### src/rtl/uart_tx_arbiter.sv
// Round-robin arbiter sharing one UART byte transmitter among four requesters.
// Optional ack timeout on tx_busy is compiled in with `define UART_ARB_TIMEOUT_EN.
module uart_tx_arbiter #(
  parameter int ACK_TIMEOUT = 16
) (
  input  logic        clk,
  input  logic        rst_n,
  input  logic [3:0]  req,
  input  logic [31:0] req_data,
  output logic [3:0]  gnt,
  output logic        tx_start,
  output logic [7:0]  tx_data,
  input  logic        tx_busy,
  output logic [1:0]  owner,
  output logic        arb_busy,
  output logic        tx_err
);

  typedef enum logic [1:0] {IDLE, LAUNCH, WAIT_BUSY, WAIT_DONE} state_e;

  state_e      state_q, state_d;
  logic [1:0]  last_q, last_d;
  logic [1:0]  owner_q, owner_d;
  logic [7:0]  data_q, data_d;
  logic        err_q, err_d;

  logic [1:0]  win, idx;
  logic        win_vld;
  logic        to_hit;

  // Search starts one past the last winner, so the last winner ranks lowest.
  always_comb begin
    win     = '0;
    win_vld = 1'b0;
    idx     = '0;
    for (int j = 1; j <= 4; j++) begin
      idx = last_q + 2'(j);
      if (!win_vld && req[idx]) begin
        win     = idx;
        win_vld = 1'b1;
      end
    end
  end

`ifdef UART_ARB_TIMEOUT_EN
  // Expiry lands tx_err exactly ACK_TIMEOUT cycles after the LAUNCH cycle.
  localparam logic [7:0] TO_LIM = (ACK_TIMEOUT >= 2) ? 8'(ACK_TIMEOUT - 2) : 8'd0;
  logic [7:0] cnt_q, cnt_d;

  always_comb begin
    cnt_d = '0;
    if (state_q == WAIT_BUSY) cnt_d = cnt_q + 8'd1;
  end

  always_ff @(posedge clk or negedge rst_n) begin
    if (!rst_n) cnt_q <= '0;
    else        cnt_q <= cnt_d;
  end

  assign to_hit = (state_q == WAIT_BUSY) && (cnt_q >= TO_LIM);
`else
  assign to_hit = 1'b0;
`endif

  always_comb begin
    state_d = state_q;
    last_d  = last_q;
    owner_d = owner_q;
    data_d  = data_q;
    err_d   = 1'b0;
    case (state_q)
      IDLE: begin
        if (win_vld) begin
          data_d  = req_data[8*win +: 8];
          owner_d = win;
          last_d  = win;
          state_d = LAUNCH;
        end
      end
      LAUNCH:    state_d = WAIT_BUSY;
      WAIT_BUSY: begin
        if (tx_busy) begin
          state_d = WAIT_DONE;
        end else if (to_hit) begin
          err_d   = 1'b1;
          state_d = IDLE;
        end
      end
      WAIT_DONE: if (!tx_busy) state_d = IDLE;
      default:   state_d = IDLE;
    endcase
  end

  always_ff @(posedge clk or negedge rst_n) begin
    if (!rst_n) begin
      state_q <= IDLE;
      last_q  <= 2'd3;
      owner_q <= '0;
      data_q  <= '0;
      err_q   <= 1'b0;
    end else begin
      state_q <= state_d;
      last_q  <= last_d;
      owner_q <= owner_d;
      data_q  <= data_d;
      err_q   <= err_d;
    end
  end

  // Outputs decode registered state only; no input reaches an output combinationally.
  assign tx_start = (state_q == LAUNCH);
  assign gnt      = tx_start ? (4'b0001 << owner_q) : 4'b0000;
  assign arb_busy = (state_q != IDLE);
  assign tx_data  = data_q;
  assign owner    = owner_q;
  assign tx_err   = err_q;

endmodule

### config.mk
export PLATFORM = sky130hd
export DESIGN_NAME = uart_tx_arbiter
export DESIGN_NICKNAME = d
export VERILOG_FILES = /design/src/rtl/uart_tx_arbiter.sv
export SDC_FILE = /design/constraint.sdc
export NUM_CORES = 1
export LEC_CHECK = 0
export ABC_CLOCK_PERIOD_IN_PS = 1800
export BUFFER_PORTS_ARGS = -buffer_cell sky130_fd_sc_hd__buf_4
export CORE_MARGIN = 2
export CORE_UTILIZATION = 28
export CTS_BUF_LIST = sky130_fd_sc_hd__clkbuf_2
export CTS_CLUSTER_SIZE = 10
export DETAILED_ROUTE_END_ITERATION = 10
export HOLD_SLACK_MARGIN = 0.06
export PLACE_DENSITY = 0.54
export SYNTH_ARGS = -nofsm -noshare
export SYNTH_HDL_FRONTEND = slang
export SYNTH_SLANG_ARGS = --single-unit
export TNS_END_PERCENT = 10
### constraint.sdc
create_clock -name clk -period 1.8 [get_ports clk]
set_input_delay 0.18 -clock clk [delete_from_list [all_inputs] [get_ports clk]]
set_output_delay 0.18 -clock clk [all_outputs]
set_load 0.01 [all_outputs]
# --- Word level (Yosys, flattened, before mapping) ---
# Index checks and enable logic that the tools add are counted.
# Widths: inputs -> output; s select.
word_totals:
  reg_bits: 14
  inputBits: 39
  output_inout_bits: 17
  wordCells: 50
op_classes:
  n_addsub: 3
  n_lt_le_gt_ge: 4
  n_eq_ne: 6
  shifts: 2
  mux: 21
  reduce_logical: 10
ops:
  columns: ["cell", "count"]
  rows:
  - ["$shiftx 32x6->8", 1]
  - ["$mux 2", 7]
  - ["$lt 2x3->1 const B", 4]
  - ["$bmux 1 s2", 4]
  - ["$mux 1", 8]
  - ["$pmux 2 s4", 1]
  - ["$ne 2x2->1 const B", 3]
  - ["$add 2x2->2 const B", 2]
  - ["$eq 2x2->1 const B", 2]
  - ["$mux 4", 1]
  - ["$shl 1x2->4 const A", 1]
  - ["$logic_and 1x1->1", 3]
  - ["$logic_not 1->1", 3]
  - ["$reduce_and 3->1", 1]
  - ["$add 2x1->2 const B", 1]
  - ["$eq 2x1->1 const B", 1]
  - ["$logic_not 2->1", 1]
  - ["$reduce_and 2->1", 1]
  - ["$reduce_bool 2->1", 1]

# --- Logic depth before layout (Yosys ltp) ---
# Gate-level depths: netlist of run 1.
depth:
  word_depth: 15
  depth_mapped: 7
  depth_no_buf: 6

# --- Worst setup path before layout of run 1 ---
# Ideal clock, no wire load.
synth_timing:
  path_kind: "flip-flop to flip-flop"
  startpoint: "reg last_q[0]"
  endpoint: "reg data_q[0], in the netlist tx_data[0]"
  setup_ps: 140
  t_arrival_ps: 1509
  required_time_ps: 1660
  path_slack_ps: 151
  path_stages_with_launch: 8
  path_buffers: 2
  synth_period_minus_slack_ps: 1649
  cell_sequence: "dfstp_2 > nand2b_1 > o21ai_2 > a211oi_2 > buf_6 > buf_12 > mux2i_1 > o221ai_1"
synth_via:
  elab_chain_cells: 14
  word_cells_on_any_way: 27
  cone_classes: "3 x add/sub; 1 x shift; 16 x mux; 7 x reduce/logical"
synth_lines:
  columns: ["element", "line_no", "rtl"]
  rows:
  - ["start: declaration", "22", "logic [1:0] last_q, last_d;"]
  - ["start signal: assignment", "103", "last_q <= last_d;"]
  - ["$add 2x1->2", "37", "idx = last_q + 2'(j);"]
  - ["$bmux 1 s2", "38", "if (!win_vld && req[idx]) begin"]
  - ["$mux 1 (not written as such)", "38", null]
  - ["$mux 1", "38", null]
  - ["$logic_not 1->1", "38", null]
  - ["$logic_and 1x1->1", "38", null]
  - ["$mux 1", "38", null]
  - ["$logic_not 1->1", "38", null]
  - ["$logic_and 1x1->1", "38", null]
  - ["$mux 1", "38", null]
  - ["$logic_not 1->1", "38", null]
  - ["$logic_and 1x1->1", "38", null]
  - ["$mux 2 / $mux 1 (equally long branches)", "38", null]
  - ["$shiftx 32x6->8 / $reduce_and 2->1 (equally long branches)", null, null]
  - ["end signal: assignment", "105", "data_q <= data_d;"]
  - ["end: declaration", "24", "logic [7:0] data_q, data_d;"]
# Several ways; a longest one is shown, not always the timed one. The select of a mux whose other input is x is not followed.
# A chain may end at the register's enable or synchronous reset.

# --- Final worst setup path of run 1 ---
layout_timing:
  startpoint: "reg last_q[0]"
  endpoint: "reg data_q[7], in the netlist tx_data[7]"
# Same word-level chain as after synthesis.

==> out/qor.csv, run 1 <==
stage,metric,value,unit
run_status,outcome,"complete, no violations",
synthesis,ys_seq_area_share,37.7,%
route,viasPerCell,4.54,
die,num_rows,21,
worst_setup_path,startpoint,last_q[0],
route,firstDrtPassIters,4,
placed_design,post-dp-hpwl,1.86,mm
worst_setup_path,cpPeakStageDelay,570,ps
route,drtIter0Drc,40,
global_routing,antenna_found_initial,0,
sta,fin_skew,3.11,ps
die,io_pins,56,
worst_setup_path,reg2reg_to,tx_data[7],
worst_setup_path,critPathMaxFanout,11,
route,routedWlPerCell,11.9,um
pwr,combPwrFrac,61.7,%
cells_and_area,drive_gt1_share,44.7,%
synthesis,synth_nets,140,
cells_and_area,final_cell_mix,"buf_4, nand2_1, mux2i_1",
placed_design,gp_congestion,0.764,
placed_design,dp_cells,193,
cells_and_area,num_antenna_cells,0,
pwr,power_frac_clock,7.8,%
worst_setup_path,cp-start-kind,flip-flop,
worst_setup_path,cp_slowest_cell,dfstp_2,
sta,hold_viol,0,
sta,fmax,581,MHz
min_path,hp-class,in2reg,
worst_setup_path,cp-endpoint,tx_data[7],
cts,htree_levels,1,
pwr,seqPwrFrac,30.5,%
cells_and_area,fin_util,43.8,%
cts,cts_tree,done,
cts,clk_latency,290,ps
global_routing,first_global_vias,726,
cells_and_area,syn_to_final_growth,53.4,%
route,vias,899,
pwr,total_power,2.04,mW
placed_design,io_buffers,54,
die,initial_core_util,28.5,%
global_routing,grt_pass1_wl,3.31,mm
pwr,power_switching,0.845,mW
cells_and_area,fillers,342,
route,postRouteAntennaNets,0,
global_routing,grt_max_degree,15,
pwr,sw_frac_of_total,41.3,%
sta,fin_crit_sh,95.7,%
cts,clock_path_buffers,2,
die,dieWidth,61.9,um
synthesis,synthDistinctLibCells,28,
sta,finalSetupViolCount,0,
cells_and_area,layout_commonest_cell,buf_4,
global_routing,gr-total-overflow,0,
route,route.detailed.drc,0,
cells_and_area,fin_nets,197,
cells_and_area,fin_cells,198,
worst_setup_path,rr_worst_depth,6,
cts,cts_buffers,3,
job,max_cap_violations,0,
cts,clock_sinks,14,
worst_setup_path,critPathArrivalTime,1890,ps
synthesis,syn_inst,96,
route,drt_wl_total,2.35,mm
cts,clockRootBuffer,clkbuf_2,
synthesis,syn_area,937,um^2
worst_setup_path,worst_setup_path_end_kind,flip-flop,
synthesis,postSynthAreaPerCell,9.76,um^2
worst_setup_path,r2r_start,last_q[0],
pwr,p_int,1.20,mW
sta,period_needed,1720,ps
pwr,peakVddDrop,755,uV
pwr,p_leak,0.742,nW
sta,maxSlewViolCount,0,
die,placeableCoreArea,3280,um^2
synthesis,yosysWarnings,0,
worst_setup_path,worstPathCellList,nand2b_1 -> a21oi_2 -> a211oi_4 -> buf_12 -> mux2i_1 -> o221ai_1,
cts,postCtsSetupBuffers,0,
global_routing,track_usage,11.8,%
die,die_h,61.9,um
pwr,power_density,1420,nW/um^2
cts,clk_pin_slew,150,ps
synthesis,synth-seq-cells,14,
worst_setup_path,r2r_setup_slack,80,ps
worst_setup_path,cp_data_required_time,1970,ps
sta,hold_ws,197,ps
worst_setup_path,crit_type,reg2reg,
die,die_area,3830,um^2
## cells by family (layout without fill, tap and decap cells)
| group | count (synthesis) | after routing | share of synthesized area, % |
|---|---|---|---|
| compound gates | 20 | 20 | 16.2 |
| fa+ha+maj | 5 | 5 | 6.68 |
| buf+inv | 10 | 66 | 7.07 |
| flops | 14 | 14 | 37.7 |
| mux | 17 | 17 | 18.3 |
| other cells | 1 | 1 | 0.400 |
| simple gates | 29 | 29 | 13.8 |
## synthesized netlist by cell type
cell type   n  share of area (%)
dfrtp_1    12                 32
nor3_1      1               0.53
nor3b_1     1               0.80
conb_1      1               0.40
nand2b_1    4                2.7
o211ai_1    1               0.80
o221ai_1    9                8.4
buf_6       1                1.2
nor2_1      4                1.6
o21ai_0     5                2.7
mux2i_1    16                 17
clkbuf_1    1               0.40
or2_2       1               0.67
a21o_1      1               0.80
a21oi_1     1               0.53
a211oi_2    1                1.3
nand2_1    17                6.8
buf_4       1               0.80
a31oi_1     1               0.67
dfstp_2     2                5.6
mux2_2      1                1.2
and3_1      1               0.67
buf_12      1                2.1
o21ai_2     1               0.93
buf_1       1               0.40
ha_1        5                6.7
inv_1       4                1.6
buf_2       1               0.53
## registers in the layout, indices dropped and copies added (netlist names)
name,flops
last_q,2
owner,2
state_q,2
tx_data,8
## layout make-up
type / count / area (um^2) / area share (%)
multi-input cells: 72 / 539 / 37.5
repair buffers: 58 / 454 / 31.6
flip-flops and latches: 14 / 353 / 24.5
well taps: 46 / 57.6 / 4.00
clock buffers: 3 / 15.0 / 1.04
inverters: 4 / 15.0 / 1.04
clock inverters: 1 / 3.75 / 0.261
## worst min path at each step
| stage | startpoint | endpoint | slack, ps | depth (start not counted) |
|---|---|---|---|---|
| 6_report | req_data[8] | tx_data[0] | 200 | 3 |
| 3_5_place_dp | rst_n | tx_data[7] | 50 | 1 |
| 3_3_place_gp | rst_n | tx_data[7] | 50 | 1 |
| 4_1_cts | req_data[12] | tx_data[4] | 180 | 3 |
| 2_1_floorplan | rst_n | owner[0] | -120 | 0 |
| 5_1_grt | req_data[0] | tx_data[0] | 170 | 3 |
## worst max-delay path: cells and delay by family (launching register included)
| kind | cells | cell delay, ps |
|---|---|---|
| multiplexers | 1 | 200 |
| AO/OA/AOI/OAI | 3 | 510 |
| buffers and inverters | 1 | 190 |
| AND/OR/NAND/NOR | 1 | 140 |
| flip-flops | 1 | 570 |
## per-layer routing
layer  part of all wire, %  global-route usage [%]  up-vias
li1                      -                       -      452
met1                    45                    17.3      421
met2                    50                    17.7       26
met3                   4.6                    2.48        0
met4                     0                    2.74        0
met5                     0                       0        -
## stage by stage
stage,area [um^2],setup slack [ps],setup TNS [ps]
2_1_floorplan,937,151,0
3_3_place_gp,1390,114,0
3_5_place_dp,1390,61.0,0
4_1_cts,1420,54.8,0
5_1_grt,1440,-12.2,-12.3
6_report,1440,78.1,0
## what timing repair did
item	4_1_cts	5_1_grt
hold endpoints to repair	14	0
hold buffers	1	0
gates resized for setup	0	4
setup endpoints to repair	0	8
## power groups by stage
stage	sequential (mW)	clock [mW]	combinational [mW]
after global routing	0.647	0.189	1.40
after global placement	0.621	0	1.24
after detailed placement	0.627	0	1.25
after CTS	0.623	0.172	1.25
final	0.624	0.159	1.26
after floorplan	0.654	0	0.746
Note: power is estimated with default switching activity, not from simulation.
==> run 2: changes to the inputs <==
Settings changed: ABC_CLOCK_PERIOD_IN_PS 1800 to 1900.
Clock period 1.8 ns to 1.9 ns, I/O delays scaled along.
==> run 2 against run 1 <==
Non-clock buffer count unchanged; hold slack improved by 33 ps; final cell count stayed put; combinational power decreased by 9.5%; flip-flop and latch count stayed put; worst setup slack improved by 74 ps; register-to-register slack gained 70 ps; sequential power decreased by 5.1%; die area stayed put; clock power fell by 9%; clock skew is 13 ps higher.
==> out/qor.csv, run 2 (synthesis gave the netlist of run 1 again) <==
stage,metric,value,unit
route,firstDrtPassIters,4,
cts,clock_sinks,14,
pwr,p_leak,0.733,nW
worst_setup_path,critPathArrivalTime,1900,ps
cts,cts_buffers,3,
global_routing,grt_max_degree,15,
min_path,hold_depth,3,
route,drtIter0Drc,18,
cells_and_area,layout_commonest_cell,buf_4,
cells_and_area,multi_input_area,526,um^2
cells_and_area,syn_to_final_growth,50.3,%
sta,fin_setup_tns,0,ps
cts,clk_latency,270,ps
worst_setup_path,worstPathCellList,nand2b_1 -> o21ai_2 -> a211oi_4 -> buf_4 -> mux2i_1 -> o221ai_1,
pwr,total_power,1.88,mW
pwr,peakVddDrop,389,uV
cts,clock_path_buffers,2,
die,die_h,61.9,um
cts,htree_levels,1,
die,initial_core_util,28.5,%
worst_setup_path,cp_slowest_cell,dfstp_2,
worst_setup_path,cp-start-kind,flip-flop,
min_path,hp-class,in2reg,
worst_setup_path,rr_worst_depth,6,
cts,clockRootBuffer,clkbuf_2,
sta,period_needed,1750,ps
sta,fin_skew,16.0,ps
cells_and_area,seqCellArea,353,um^2
job,max_cap_violations,0,
route,viasPerCell,4.67,
pwr,power_density,1330,nW/um^2
cells_and_area,drive_gt1_share,44.1,%
sta,rsz0062_at_grt,no,
worst_setup_path,critPathMaxFanout,11,
global_routing,gr-total-overflow,0,
worst_setup_path,cp_data_required_time,2060,ps
die,placeableCoreArea,3280,um^2
cells_and_area,fillers,338,
cells_and_area,largest_reg_flops,8,
route,postRouteAntennaNets,0,
cells_and_area,num_antenna_cells,0,
die,dieWidth,61.9,um
placed_design,post-dp-hpwl,1.89,mm
global_routing,track_usage,11.6,%
sta,fmax,572,MHz
die,num_rows,21,
route,drt_wl_total,2.29,mm
cells_and_area,fin_util,42.9,%
cts,cts_tree,done,
route,route.detailed.drc,0,
global_routing,first_global_vias,749,
placed_design,gp_congestion,0.666,
route,vias,925,
sta,maxSlewViolCount,0,
sta,hold_ws,230,ps
cts,clk_pin_slew,130,ps
cells_and_area,final_cell_mix,"buf_4, nand2_1, mux2i_1",
placed_design,io_buffers,54,
global_routing,antenna_found_initial,0,
worst_setup_path,crit_type,reg2reg,
worst_setup_path,worst_setup_path_end_kind,flip-flop,
cells_and_area,fin_nets,197,
route,routedWlPerCell,11.6,um
global_routing,grt_pass1_wl,3.26,mm
sta,fin_crit_sh,92.0,%
cts,cts-resized-gates,0,
sta,finalSetupViolCount,0,
die,io_pins,56,
run_status,outcome,"complete, no violations",
sta,hold_viol,0,
die,die_area,3830,um^2
worst_setup_path,cpPeakStageDelay,560,ps
[run 2: cell types whose count changed in the layout (fill, tap and decap cells not counted), sizes merged]
| cell | previous run | this run |
|---|---|---|
| clkbuf | 3 | 4 |
| clkinv | 1 | 0 |
[run 2: timing repair]
action / 4_1_cts / 5_1_grt
hold buffers: 1 / 0
endpoints found under the hold margin: 14 / 0
buffers inserted: 0 / 0
[run 2: routing by layer]
layer	global-route usage, %	routed length (um)	share of wire, %	vias to the layer above
met5	0	0	0	-
met4	4.56	17	0.74	0
met3	1.86	111	4.8	2
met2	18.3	1190	52	31
met1	15.9	972	42	441
li1	-	-	-	451
[run 2: worst max-delay path: cells and delay by family (launching register included)]
kind / cells / cell delay, ps
multiplexers: 1 / 240
AND/OR/NAND/NOR: 1 / 150
flip-flops: 1 / 560
AO/OA/AOI/OAI: 3 / 440
buffers and inverters: 1 / 250
[run 2: final timing paths]
kind	startpoint	end	slack [ps]
worst min-delay path	req_data[11]	tx_data[3]	230
min in group asynchronous	rst_n	tx_data[3]	290
worst max register to register	last_q[0]	tx_data[3]	150
worst min register to register	tx_data[6]	tx_data[6]	510
worst max-delay path	last_q[0]	tx_data[3]	150
max in group asynchronous	rst_n	last_q[0]	1350
[run 2: layout make-up]
| cell class | count | area share (%) |
|---|---|---|
| clock buffer | 4 | 1.42 |
| inverter | 4 | 1.07 |
| multi-input combinational | 72 | 37.3 |
| sequential | 14 | 25.0 |
| tap | 46 | 4.09 |
| timing repair buffer | 58 | 31.1 |
[run 2: report_power, final]
part	switching, mW	total (mW)	internal [mW]
Combinational	0.565	1.14	0.577
Sequential	0.123	0.592	0.469
Clock	0.0877	0.144	0.0558
Total	0.776	1.88	1.10
[run 2: per-stage QoR]
stage	area (um^2)	instances	setup WS, ps
after CTS	1410	198	138
final	1410	198	152
after global routing	1410	198	50.4
after global placement	1380	193	159
after detailed placement	1380	193	130
after floorplan	937	96	251
